**src/rtl/sample_avg_core.sv**
```systemverilog
// Running mean of all accepted samples since reset, computed by a restoring
// divider that retires ceil(SUM_W/DIV_CYCLES) quotient bits per cycle.
module sample_avg_core #(
  parameter int WIDTH      = 8,
  parameter int DIV_CYCLES = 1,
  parameter int CNT_W      = 16
) (
  input  logic             clk,
  input  logic             rstn,
  input  logic [WIDTH-1:0] data_in,
  input  logic             dvalid,
  output logic [WIDTH-1:0] avg_out,
  output logic             avg_valid
);

  localparam int SUM_W  = WIDTH + CNT_W;
  localparam int BPC    = (SUM_W + DIV_CYCLES - 1) / DIV_CYCLES;
  localparam int TOT_W  = BPC * DIV_CYCLES;
  localparam int STEP_W = (DIV_CYCLES > 1) ? $clog2(DIV_CYCLES) : 1;

  typedef enum logic {IDLE, BUSY} state_t;

  state_t             state_q, state_d;
  logic [SUM_W-1:0]   sum_q, sum_d;
  logic [CNT_W-1:0]   cnt_q, cnt_d;
  logic               dirty_q, dirty_d;
  logic [STEP_W-1:0]  step_q, step_d;
  logic [TOT_W-1:0]   quo_q, quo_d;
  logic [CNT_W:0]     rem_q, rem_d;
  logic [CNT_W-1:0]   div_q, div_d;
  logic [WIDTH-1:0]   avg_q, avg_d;
  logic               avg_valid_q, avg_valid_d;

  logic               accept;
  logic [CNT_W:0]     rem_s;
  logic [TOT_W-1:0]   quo_s;

  // Dividend bits shift out of the top of quo while quotient bits shift in at the bottom.
  always_comb begin
    rem_s = rem_q;
    quo_s = quo_q;
    for (int i = 0; i < BPC; i++) begin
      rem_s = {rem_s[CNT_W-1:0], quo_s[TOT_W-1]};
      quo_s = {quo_s[TOT_W-2:0], 1'b0};
      if (rem_s >= {1'b0, div_q}) begin
        rem_s    = rem_s - {1'b0, div_q};
        quo_s[0] = 1'b1;
      end
    end
  end

  always_comb begin
    accept      = dvalid && (cnt_q != {CNT_W{1'b1}});
    sum_d       = sum_q;
    cnt_d       = cnt_q;
    dirty_d     = dirty_q;
    state_d     = state_q;
    step_d      = step_q;
    quo_d       = quo_q;
    rem_d       = rem_q;
    div_d       = div_q;
    avg_d       = avg_q;
    avg_valid_d = 1'b0;

    case (state_q)
      IDLE: begin
        if (dirty_q) begin
          quo_d   = TOT_W'(sum_q);
          rem_d   = '0;
          div_d   = cnt_q;
          step_d  = '0;
          dirty_d = 1'b0;
          state_d = BUSY;
        end
      end
      BUSY: begin
        quo_d = quo_s;
        rem_d = rem_s;
        if (step_q == STEP_W'(DIV_CYCLES - 1)) begin
          avg_d       = quo_s[WIDTH-1:0];
          avg_valid_d = 1'b1;
          state_d     = IDLE;
        end else begin
          step_d = step_q + 1'b1;
        end
      end
      default: state_d = IDLE;
    endcase

    // A sample landing on the snapshot edge must still re-arm the next division.
    if (accept) begin
      sum_d   = sum_q + SUM_W'(data_in);
      cnt_d   = cnt_q + 1'b1;
      dirty_d = 1'b1;
    end
  end

  always_ff @(posedge clk or negedge rstn) begin
    if (!rstn) begin
      state_q     <= IDLE;
      sum_q       <= '0;
      cnt_q       <= '0;
      dirty_q     <= 1'b0;
      step_q      <= '0;
      quo_q       <= '0;
      rem_q       <= '0;
      div_q       <= '0;
      avg_q       <= '0;
      avg_valid_q <= 1'b0;
    end else begin
      state_q     <= state_d;
      sum_q       <= sum_d;
      cnt_q       <= cnt_d;
      dirty_q     <= dirty_d;
      step_q      <= step_d;
      quo_q       <= quo_d;
      rem_q       <= rem_d;
      div_q       <= div_d;
      avg_q       <= avg_d;
      avg_valid_q <= avg_valid_d;
    end
  end

  assign avg_out   = avg_q;
  assign avg_valid = avg_valid_q;

endmodule

```
**config.mk**
```make
export PLATFORM = sky130hd
export DESIGN_NAME = sample_avg_core
export DESIGN_NICKNAME = d
export VERILOG_FILES = /design/src/rtl/sample_avg_core.sv
export SDC_FILE = /design/constraint.sdc
export NUM_CORES = 1
export LEC_CHECK = 0
export CAP_MARGIN = 5
export CORE_ASPECT_RATIO = 0.8
export CORE_MARGIN = 2
export CORE_UTILIZATION = 45
export CTS_CLUSTER_DIAMETER = 40
export DETAILED_ROUTE_END_ITERATION = 7
export PLACE_DENSITY_LB_ADDON = 0.2
export SYNTH_ARGS = -nofsm -noshare
export SYNTH_HDL_FRONTEND = slang
export SYNTH_SLANG_ARGS = --single-unit
```
**constraint.sdc**
```tcl
create_clock -name clk -period 108.6 [get_ports clk]
set_input_delay 21.72 -clock clk [delete_from_list [all_inputs] [get_ports clk]]
set_output_delay 21.72 -clock clk [all_outputs]
set_load 0.02 [all_outputs]
```
## Word-level counts from Yosys, hierarchy flattened

Cells that the tools add are included.

| storage, ports and cells | value |
|---|---|
| bits in registers | 108 |
| input port bits | 11 |
| output and inout port bits | 9 |
| word-level logic and storage cells | 131 |

| cells by class | value |
|---|---|
| add/subtract/negate cells | 27 |
| order comparisons | 24 |
| equality and inequality tests | 3 |
| muxes and demuxes | 62 |
| bitwise logic cells | 2 |
| reduce and logical (&&, ||, !) cells | 3 |

Operators with widths:

| cell | number |
|---|---|
| $ge 17x16->1 | 24 |
| $mux 16 | 25 |
| $sub 16x16->16 | 24 |
| $pmux 24 s2 | 1 |
| $mux 1 | 32 |
| $pmux 16 s2 | 1 |
| $add 24x8->24 | 1 |
| $mux 24 | 1 |
| $add 16x1->16 const B | 1 |
| $ne 16x16->1 const B | 1 |
| $pmux 1 s2 | 2 |
| $reduce_and 2->1 | 2 |
| $ne 2x1->1 const B | 1 |
| $ne 2x2->1 const B | 1 |
| $not 1->1 | 2 |
| $add 1x1->1 const B | 1 |
| $logic_and 1x1->1 | 1 |

## Depth between registers and ports, before layout

Gate-level depths: netlist (run 1).

| depth | value |
|---|---|
| word-level depth | 49 |
| depth in mapped cells | 472 |
| depth with buffers taken out | 443 |

## Worst setup path before layout (run 1)

No wires, ideal clock.

| path | value |
|---|---|
| kind | register to register |
| start | register div_q[1] |
| end | register rem_q[10] |
| setup time | 0.138 ns |
| data arrival time | 84.186 ns |
| required time | 108.462 ns |
| setup slack | 24.276 ns |
| stages on the path, launching flop included | 463 |
| buffers on the path | 31 |
| clock period less this slack | 84.324 ns |
| cells stage by stage | dfrtp_1 > inv_1 > ha_1 > nor2b_1 > o31ai_1 > a211o_1 > a32o_1 > clkbuf_1 > nor2_1 > a21oi_1 > inv_1 > ha_1 > nor2b_1 > o31a_1 > o2111ai_1 > a311o_1 > o2111ai_1 > nor2_1 > [427 not listed] > a21o_1 > a21o_1 > a21o_1 > a21o_1 > a21oi_1 > o21bai_1 > a21o_1 > a21o_1 > a21o_1 > a21o_1 > a21o_1 > a21o_1 > a211o_1 > a211oi_1 > mux2i_4 > buf_6 > mux2i_1 > o22ai_1 |

| on the way | value |
|---|---|
| word-level cells in the longest chain between the ends | 49 |
| elaborated cells on any way between the ends | 73 |

RTL lines:

| item | RTL line | source |
|---|---|---|
| start, declared | 30 | `logic [CNT_W-1:0] div_q, div_d;` |
| start signal, assigned | 118 | `div_q <= div_d;` |
| $sub 16x16->16 / $ge 17x16->1 (equally long branches) | 46, 45 |  |
| $mux 16 | 45 | `if (rem_s >= {1'b0, div_q}) begin` |
| $sub 16x16->16 / $ge 17x16->1 (equally long branches) | 46, 45 |  |
| $mux 16 | 45 |  |
| $sub 16x16->16 / $ge 17x16->1 (equally long branches) | 46, 45 |  |
| $mux 16 | 45 |  |
| $sub 16x16->16 / $ge 17x16->1 (equally long branches) | 46, 45 |  |
| $mux 16 | 45 |  |
| [33 not listed] | n/a |  |
| $mux 16 | 45 |  |
| $sub 16x16->16 / $ge 17x16->1 (equally long branches) | 46, 45 |  |
| $mux 16 | 45 |  |
| $sub 16x16->16 / $ge 17x16->1 (equally long branches) | 46, 45 |  |
| $mux 16 | 45 |  |
| $sub 16x16->16 / $ge 17x16->1 (equally long branches) | 46, 45 |  |
| $mux 16 * | 45 |  |
| $pmux 16 s2 * | 65 | `case (state_q)` |
| end signal, assigned | 117 | `rem_q <= rem_d;` |
| end, declared | 29 | `logic [CNT_W:0] rem_q, rem_d;` |

Mark *: on every way between the ends. The rest lies on a longest branch, timed or not.
A chain may end at the register's enable or synchronous reset.

## Worst setup path in the final report (run 1)

| path | value |
|---|---|
| start | register div_q[6] |
| end | register rem_q[1] |

| on the way | value |
|---|---|
| word-level cells in the longest chain between the ends | 49 |
| elaborated cells on any way between the ends | 73 |

RTL lines:

| item | RTL line |
|---|---|
| $sub 16x16->16 / $ge 17x16->1 (equally long branches) | 46, 45 |
| $mux 16 | 45 |
| $sub 16x16->16 / $ge 17x16->1 (equally long branches) | 46, 45 |
| $mux 16 | 45 |
| $sub 16x16->16 / $ge 17x16->1 (equally long branches) | 46, 45 |
| $mux 16 | 45 |
| $sub 16x16->16 / $ge 17x16->1 (equally long branches) | 46, 45 |
| $mux 16 | 45 |
| [33 not listed] | n/a |
| $mux 16 | 45 |
| $sub 16x16->16 / $ge 17x16->1 (equally long branches) | 46, 45 |
| $mux 16 | 45 |
| $ge 17x16->1 / $sub 16x16->16 (equally long branches) | 45, 46 |
| $mux 16 | 45 |
| $sub 16x16->16 / $ge 17x16->1 (equally long branches) | 46, 45 |
| $mux 16 * | 45 |
| $pmux 16 s2 * | 65 |

Marks and branches as above.

==> results of run 1 <==
==> metrics by stage <==
stage               instances  utilization (%)
floorplan                3271                -
global placement         4021             47.6
detailed placement       4021             47.6
CTS                      4037             48.2
global route             4037             48.2
finish                   4038             48.2
==> layer usage <==
metal	GRT usage (%)	up-vias
met5	0	-
met4	4.43	0
met3	2.69	83
met2	41.2	689
met1	39.3	11700
li1	-	12000
==> layout make-up <==
cell class / instances / area, um^2 / area share, %
repair buffers: 56 / 465 / 1.70
clock inverters: 7 / 113 / 0.412
multi-input cells: 2877 / 22100 / 80.7
diodes: 1 / 2.50 / 0.00915
clock buffers: 9 / 225 / 0.824
well taps: 760 / 951 / 3.48
flip-flops and latches: 107 / 2680 / 9.81
inverters: 221 / 830 / 3.03
==> flip-flops by register name, indices dropped and copies added (netlist names) <==
| register | cells |
|---|---|
| div_q | 16 |
| cnt_q | 16 |
| avg_valid | 1 |
| sum_q | 24 |
| avg_out | 8 |
| rem_q | 16 |
| state_q | 1 |
| dirty_q | 1 |
| quo_q | 24 |
==> cells in the final DEF (no fill, tap or decap), types with 36 or more instances in the layout <==
cell type | netlist | final
ha_1 | 393 | 393
o21ai_0 | 249 | 249
nand2_1 | 248 | 248
inv_1 | 219 | 219
a21oi_1 | 218 | 218
nor2_1 | 210 | 210
mux2_2 | 203 | 203
a21o_1 | 169 | 169
xnor2_1 | 164 | 164
xor2_1 | 143 | 143
dfrtp_1 | 107 | 104
nand4_1 | 93 | 93
mux2i_1 | 75 | 75
nor2b_1 | 74 | 74
nand2b_1 | 68 | 68
nand3_1 | 45 | 45
buf_4 | 1 | 38
nor3_1 | 36 | 36
==> cell families after synthesis <==
group	count (synthesis)	synth area share (%)
adders and majority gates	418	21.0
DFF	107	10.4
buffers and inverters	287	4.30
AOI/OAI and AO/OA	959	24.2
xor gates and xnor gates	307	10.4
and+or+nand+nor	902	17.3
muxes	291	12.4
==> how the worst min path moves through the flow <==
stage,cells past startpoint,endpoint,startpoint,slack (ps)
2_1_floorplan,0,avg_valid$_DFF_PN0_,state_q$_DFF_PN0_,410
3_3_place_gp,1,sum_q[23]$_DFFE_PN0P_,sum_q[23]$_DFFE_PN0P_,470
3_5_place_dp,1,sum_q[23]$_DFFE_PN0P_,sum_q[23]$_DFFE_PN0P_,470
4_1_cts,1,sum_q[23]$_DFFE_PN0P_,sum_q[23]$_DFFE_PN0P_,490
5_1_grt,1,sum_q[11]$_DFFE_PN0P_,sum_q[11]$_DFFE_PN0P_,520
6_report,1,sum_q[23]$_DFFE_PN0P_,sum_q[23]$_DFFE_PN0P_,480
==> impl_metrics.ini, run 1 <==
[worst_setup_path]
rrSetupSlack_ps = 14770
worstSetupStartpointType = flop
cpLargestDelayFamily = compound AO/OA/AOI/OAI gates
r2r_cells = 437
crit_cells = 437
worst_ep_required_time_ps = 108890
reg2reg_from = div_q[6]$_DFFE_PN0P_
startpoint = div_q[6]$_DFFE_PN0P_
critical_path.max_stage_delay_ps = 800
crit_fanout = 25
r2r-end = rem_q[1]$_DFFE_PN0P_
cp_data_arrival_time_ps = 94110
critPathSlowestCell = a211oi_1
crit_end = rem_q[1]$_DFFE_PN0P_
crit_top_cell = a21o_1
crit_buf_inv = 32
crit_type = flop to flop
end_kind = flop

[cts]
clock-sinks = 107
insertion_delay_ps = 380
path_clk_slew_ps = 80
clockBufferDepth = 2
root_buffer = clkbuf_16
cts_setup_buffers = 0
cts.hold.buffers_added = 0
cts_resized = 0
h-tree-depth = 3
cts_made_buffers = 9
cts_tree = built

[route]
drc_errors = 0
met1_length_um = 39900
dr_wl_met3_um = 4910
top_layer = met4
ant_nets = 0
vias = 24500
route.met2.wl_um = 33300
routed_wirelength_um = 79500
drt_iter0_drc = 1974
vias_per_cell = 6.07
drt_pass1_iterations = 6
routedWlPerCell_um = 19.7

[timing]
slew_headroom_pct = 20.4
worstMarginPinSlew_ps = 1180
finalSetupTns_ps = 0
setup_slack_ps = 14770
setup_viol = 0
post-route-period-util_pct = 86.4
fin_skew_ps = 16.3
holdWs_ps = 485
fmax_mhz = 10.7
min_period_ps = 93830
hold_violations = 0
final_max_slew_viol_count = 0
rsz0062_at_grt = false

[placement]
globalplace.congestion = 0.946
io_buffers = 19
dp_slack_ps = 16580
post-dp-hpwl_um = 61800
dpl_cell_area_um2 = 27000

[logic_synthesis]
synth_seq_cells = 107
synth_ff_type = dfrtp_1
syn_area_per_cell_um2 = 7.90
synth_commonest_cells = ha_1, o21ai_0, nand2_1, inv_1, a21oi_1
async_reset_ff_share_pct = 100
synth_nets = 3700
synthTopCellsByArea = ha_1, dfrtp_1, mux2_2
yosys_warnings = 0
synth_most_common_cell = ha_1
synth_seq_area_share_pct = 10.4
synth_top_area_share_pct = 19.0
synth_edf_count = 0
ys_types = 96
netlist_area_um2 = 25900
yosysTopAreaCell = ha_1
synthCells = 3271

[floorplan]
top_level_ports = 20
die_x_um = 272
start_util_pct = 45.6
core_area_um2 = 56700
num_rows = 78
die_area_um2 = 59400
die_y_um = 218

[grt]
grt_use_total_pct = 26.3
overflow = 0
grt_pass1_vias = 23400
antenna_found_initial = 0
grt_pass1_wl_um = 127000
grt_max_degree = 71

[final_layout]
area_delta_synth_final_pct = 5.74
layout-drive-gt1-share_pct = 9.37
nNetsFinal = 3701
nFillCells = 5468
postLayoutCellArea_um2 = 27300

[min_path]
min-delay-path-class = flop to flop

[run]
maxCapViolCount = 0

[outcome]
outcome = completed
Power of run 1 is not shown: default switching activity piles up to over one toggle a cycle in this logic, so the estimate is an artifact.
==> inputs of run 2 (changes only) <==
CORE_UTILIZATION = 50   (was 45)
==> impl_metrics.ini, run 2 (synthesized netlist as in run 1, its figures left out) <==
[outcome]
outcome = completed

[timing]
rsz0062_at_grt = false
setup_viol = 0
hold_violations = 0
fin_skew_ps = 10.8
setup_slack_ps = 14730
holdWs_ps = 494
worstMarginPinSlew_ps = 1180
finalSetupTns_ps = 0
slew_headroom_pct = 20.2
post-route-period-util_pct = 86.4
min_period_ps = 93870
fmax_mhz = 10.7
final_max_slew_viol_count = 0

[route]
vias = 24600
vias_per_cell = 6.21
routed_wirelength_um = 79200
drt_iter0_drc = 2278
routedWlPerCell_um = 20.0
drt_pass1_iterations = 6
drc_errors = 0
ant_nets = 0

[floorplan]
die_area_um2 = 53600
die_y_um = 207
die_x_um = 258
num_rows = 74
start_util_pct = 50.6
top_level_ports = 20
core_area_um2 = 51100

[grt]
antenna_found_initial = 1
grt_max_degree = 72
grt_pass1_vias = 23100
use_met1_pct = 44.3
overflow = 0
grt_pass1_wl_um = 126000
grt_use_total_pct = 28.8
use_met2_pct = 44.5
busiest_layer = met2
grtUsageMet3_pct = 2.44

[final_layout]
area_delta_synth_final_pct = 5.29
layout_common_cells = ha_1, o21ai_0, nand2_1
final_common_cell = ha_1
layout-drive-gt1-share_pct = 9.34
register_area_um2 = 2680
final_core_util_pct = 53.3
reg_top3 = quo_q x24, sum_q x24
num_antenna_cells = 0
nNetsFinal = 3701
nFillCells = 4830
multiInputGateArea_um2 = 22100

[worst_setup_path]
cp_data_arrival_time_ps = 94150
rrSetupSlack_ps = 14730
critical_path.max_stage_delay_ps = 790
worst_ep_required_time_ps = 108880
crit_type = flop to flop
crit_fanout = 25
worstSetupStartpointType = flop
critPathSlowestCell = and3b_1
end_kind = flop
crit_top_cell = a21o_1

[min_path]
min-delay-path-class = flop to flop

[run]
maxCapViolCount = 0

[cts]
clockBufferDepth = 2
cts_tree = built
cts.hold.buffers_added = 0
cts_setup_buffers = 0
clock-sinks = 107
insertion_delay_ps = 360
cts_made_buffers = 9
path_clk_slew_ps = 80
cts_resized = 0
root_buffer = clkbuf_16
h-tree-depth = 3

[placement]
io_buffers = 19
globalplace.congestion = 0.966
post-dp-hpwl_um = 61000
dp_slack_ps = 16650
-- run 2: cell types whose count changed in the layout (fill, tap and decap cells not counted), sizes merged --
| cell | change |
|---|---|
| diode | -1 |
| inv | -1 |
| clkbuf | +1 |
-- run 2: worst max-delay path, delay by kind of cell (launching register included) --
family                     cells  cell delay, ps
AOI/OAI and AO/OA            273           59750
adders and majority gates     24            6880
buffers and inverters         31            4570
DFF                            1             360
muxes                         12            4480
and+or+nand+nor               99           17480
-- run 2: final timing paths --
path | start | end | depth (start not counted)
max | div_q[12]$_DFFE_PN0P_ | rem_q[1]$_DFFE_PN0P_ | 439
min | cnt_q[14]$_DFFE_PN0P_ | cnt_q[14]$_DFFE_PN0P_ | 1
max reg2reg | div_q[12]$_DFFE_PN0P_ | rem_q[1]$_DFFE_PN0P_ | 439
min reg2reg | cnt_q[14]$_DFFE_PN0P_ | cnt_q[14]$_DFFE_PN0P_ | 1
max in group asynchronous | rstn | div_q[1]$_DFFE_PN0P_ | 2
min in group asynchronous | rstn | quo_q[5]$_DFFE_PN0P_ | 1
-- run 2: layout make-up --
cell class                 count  share of cell area (%)
multi-input combinational   2877                    81.1
sequential                   107                    9.85
tap                          684                    3.14
inverter                     221                    3.05
timing repair buffer          56                    1.71
clock buffer                  10                   0.841
clock inverter                 6                   0.299
-- run 2: metal layers --
layer  wire, um  vias up
li1           -    12000
met1      39600    11800
met2      33600      754
met3       5050       70
met4        833        0
met5          0        -
-- run 2: per-stage QoR --
| step | area, um^2 | cells |
|---|---|---|
| 2_1_floorplan | 25900 | 3271 |
| 3_3_place_gp | 26900 | 3945 |
| 3_5_place_dp | 26900 | 3945 |
| 4_1_cts | 27200 | 3961 |
| 5_1_grt | 27200 | 3961 |
| 6_report | 27200 | 3961 |
Power of run 2 is left out for the same reason.
==> inputs of run 3 (changes only) <==
ABC_AREA = 1   (was not set)
==> impl_metrics.ini, run 3 <==
[outcome]
outcome = completed

[timing]
rsz0062_at_grt = false
post-route-period-util_pct = 67.8
setup_viol = 0
min_period_ps = 73670
finalSetupTns_ps = 0
hold_violations = 0
holdWs_ps = 469
worstMarginPinSlew_ps = 1100
fin_skew_ps = 20.4
slew_headroom_pct = 26.7
final_max_slew_viol_count = 0
fmax_mhz = 13.6

[worst_setup_path]
r2r_cells = 460
crit_end = rem_q[12]$_DFFE_PN0P_
crit_buf_inv = 69
worstSetupStartpointType = flop
crit_fanout = 28
crit_cells = 460
cpLargestDelayFamily = compound AO/OA/AOI/OAI gates
crit_top_cell = a21oi_1
worst_ep_required_time_ps = 108850
critical_path.max_stage_delay_ps = 730
rrSetupSlack_ps = 34930
crit_type = flop to flop
startpoint = div_q[3]$_DFFE_PN0P_
critPathSlowestCell = nand4_1
end_kind = flop
r2r-end = rem_q[12]$_DFFE_PN0P_
cp_data_arrival_time_ps = 73910
reg2reg_from = div_q[3]$_DFFE_PN0P_

[route]
routedWlPerCell_um = 15.8
routed_wirelength_um = 77600
drt_pass1_iterations = 5
ant_nets = 0
vias = 27000
drt_iter0_drc = 2331
vias_per_cell = 5.50
drc_errors = 0

[final_layout]
layout-drive-gt1-share_pct = 3.71
area_delta_synth_final_pct = 3.74
final_common_cell = nand2_1
reg_top3 = quo_q x24, sum_q x24
nNetsFinal = 4628
nFillCells = 5538
layout_common_cells = nand2_1, inv_1, ha_1

[grt]
grt_pass1_wl_um = 126000
grt_use_total_pct = 27.6
grt_max_degree = 58
overflow = 0
grt_pass1_vias = 23800
antenna_found_initial = 2

[floorplan]
num_rows = 76
die_area_um2 = 55800
die_x_um = 264
start_util_pct = 50.4
core_area_um2 = 53500
top_level_ports = 20
die_y_um = 212

[run]
maxCapViolCount = 0

[placement]
post-dp-hpwl_um = 59100
globalplace.congestion = 0.922
io_buffers = 19

[logic_synthesis]
synth_most_common_cell = nand2_1
netlist_area_um2 = 27000
yosysTopAreaCell = ha_1
synth_commonest_cells = nand2_1, inv_1, ha_1, nand3_1, a21oi_1
synth_ff_type = dfrtp_1
synth_seq_cells = 107
synthTopCellsByArea = ha_1, nand2_1, dfrtp_1
async_reset_ff_share_pct = 100
syn_area_per_cell_um2 = 6.37
synth_top_area_share_pct = 18.2
synth_seq_area_share_pct = 9.92
synth_edf_count = 0
synth_nets = 4667
synthCells = 4238
yosys_warnings = 0
ys_types = 54

[cts]
clock-sinks = 107
clockBufferDepth = 2
cts_made_buffers = 9
cts_setup_buffers = 0
cts.hold.buffers_added = 0
path_clk_slew_ps = 90
cts_tree = built
root_buffer = clkbuf_16
cts_resized = 0
h-tree-depth = 3
insertion_delay_ps = 360

[min_path]
min-delay-path-class = flop to flop
==> run 3: changes by cell type after synthesis, sizes merged, moves of 62 or more <==
cell    before   now
nand3       47   392
inv        220   660
nor2b       74     0
mux2i       78     1
o21bai      13    75
nand2      248  1141
a21o       169    33
mux2       213     0
a21oi      221   336
xor2       143   217
nand2b      68     0
==> run 3: logic make-up (layout without fill, tap and decap cells) <==
group | count (synthesis) | after routing | synth area share, %
xor gates and xnor gates | 346 | 346 | 11.2
other | 0 | 1 | 0
DFF | 107 | 107 | 9.92
adders and majority gates | 418 | 418 | 20.1
muxes | 1 | 1 | 0.0371
and+or+nand+nor | 1823 | 1823 | 30.6
AOI/OAI and AO/OA | 790 | 790 | 16.9
buffers and inverters | 753 | 719 | 11.2
==> run 3: per-layer routing <==
metal	global-route usage (%)	up-vias	part of all wire, %
met1	43.2	12300	52
met3	1.98	57	5.9
met4	4.02	2	1.2
met5	0	-	0.0090
li1	-	13900	-
met2	41.4	684	41
==> run 3: cell type report <==
class / instances / area (um^2) / share of cell area [%]
Multi-Input combinational cell: 3378 / 21300 / 76.1
Sequential cell: 107 / 2680 / 9.58
Inverter: 664 / 2490 / 8.90
Tap cell: 702 / 878 / 3.14
Timing Repair Buffer: 39 / 338 / 1.21
Clock buffer: 9 / 225 / 0.805
Clock inverter: 7 / 83.8 / 0.300
Antenna cell: 1 / 2.50 / 0.00894
==> run 3: through the flow <==
stage               cell area [um^2]  cells  utilization, %  worst slack, ps
finish                         28000   4907            52.3            34930
global route                   28000   4906            52.3            26420
CTS                            28000   4906            52.3            35550
detailed placement             27700   4890            51.7            35800
global placement               27700   4890            51.7            37180
floorplan                      27000   4238               -            42390
==> run 3: how the worst min path moves through the flow <==
stage,from,endpoint,slack (ps),cells past startpoint
floorplan,state_q$_DFF_PN0_,avg_valid$_DFF_PN0_,400,0
global placement,sum_q[13]$_DFFE_PN0P_,sum_q[13]$_DFFE_PN0P_,450,1
detailed placement,sum_q[13]$_DFFE_PN0P_,sum_q[13]$_DFFE_PN0P_,460,1
CTS,sum_q[13]$_DFFE_PN0P_,sum_q[13]$_DFFE_PN0P_,470,1
global route,sum_q[13]$_DFFE_PN0P_,sum_q[13]$_DFFE_PN0P_,470,1
finish,sum_q[13]$_DFFE_PN0P_,sum_q[13]$_DFFE_PN0P_,470,1
Power of run 3 is left out for the same reason.
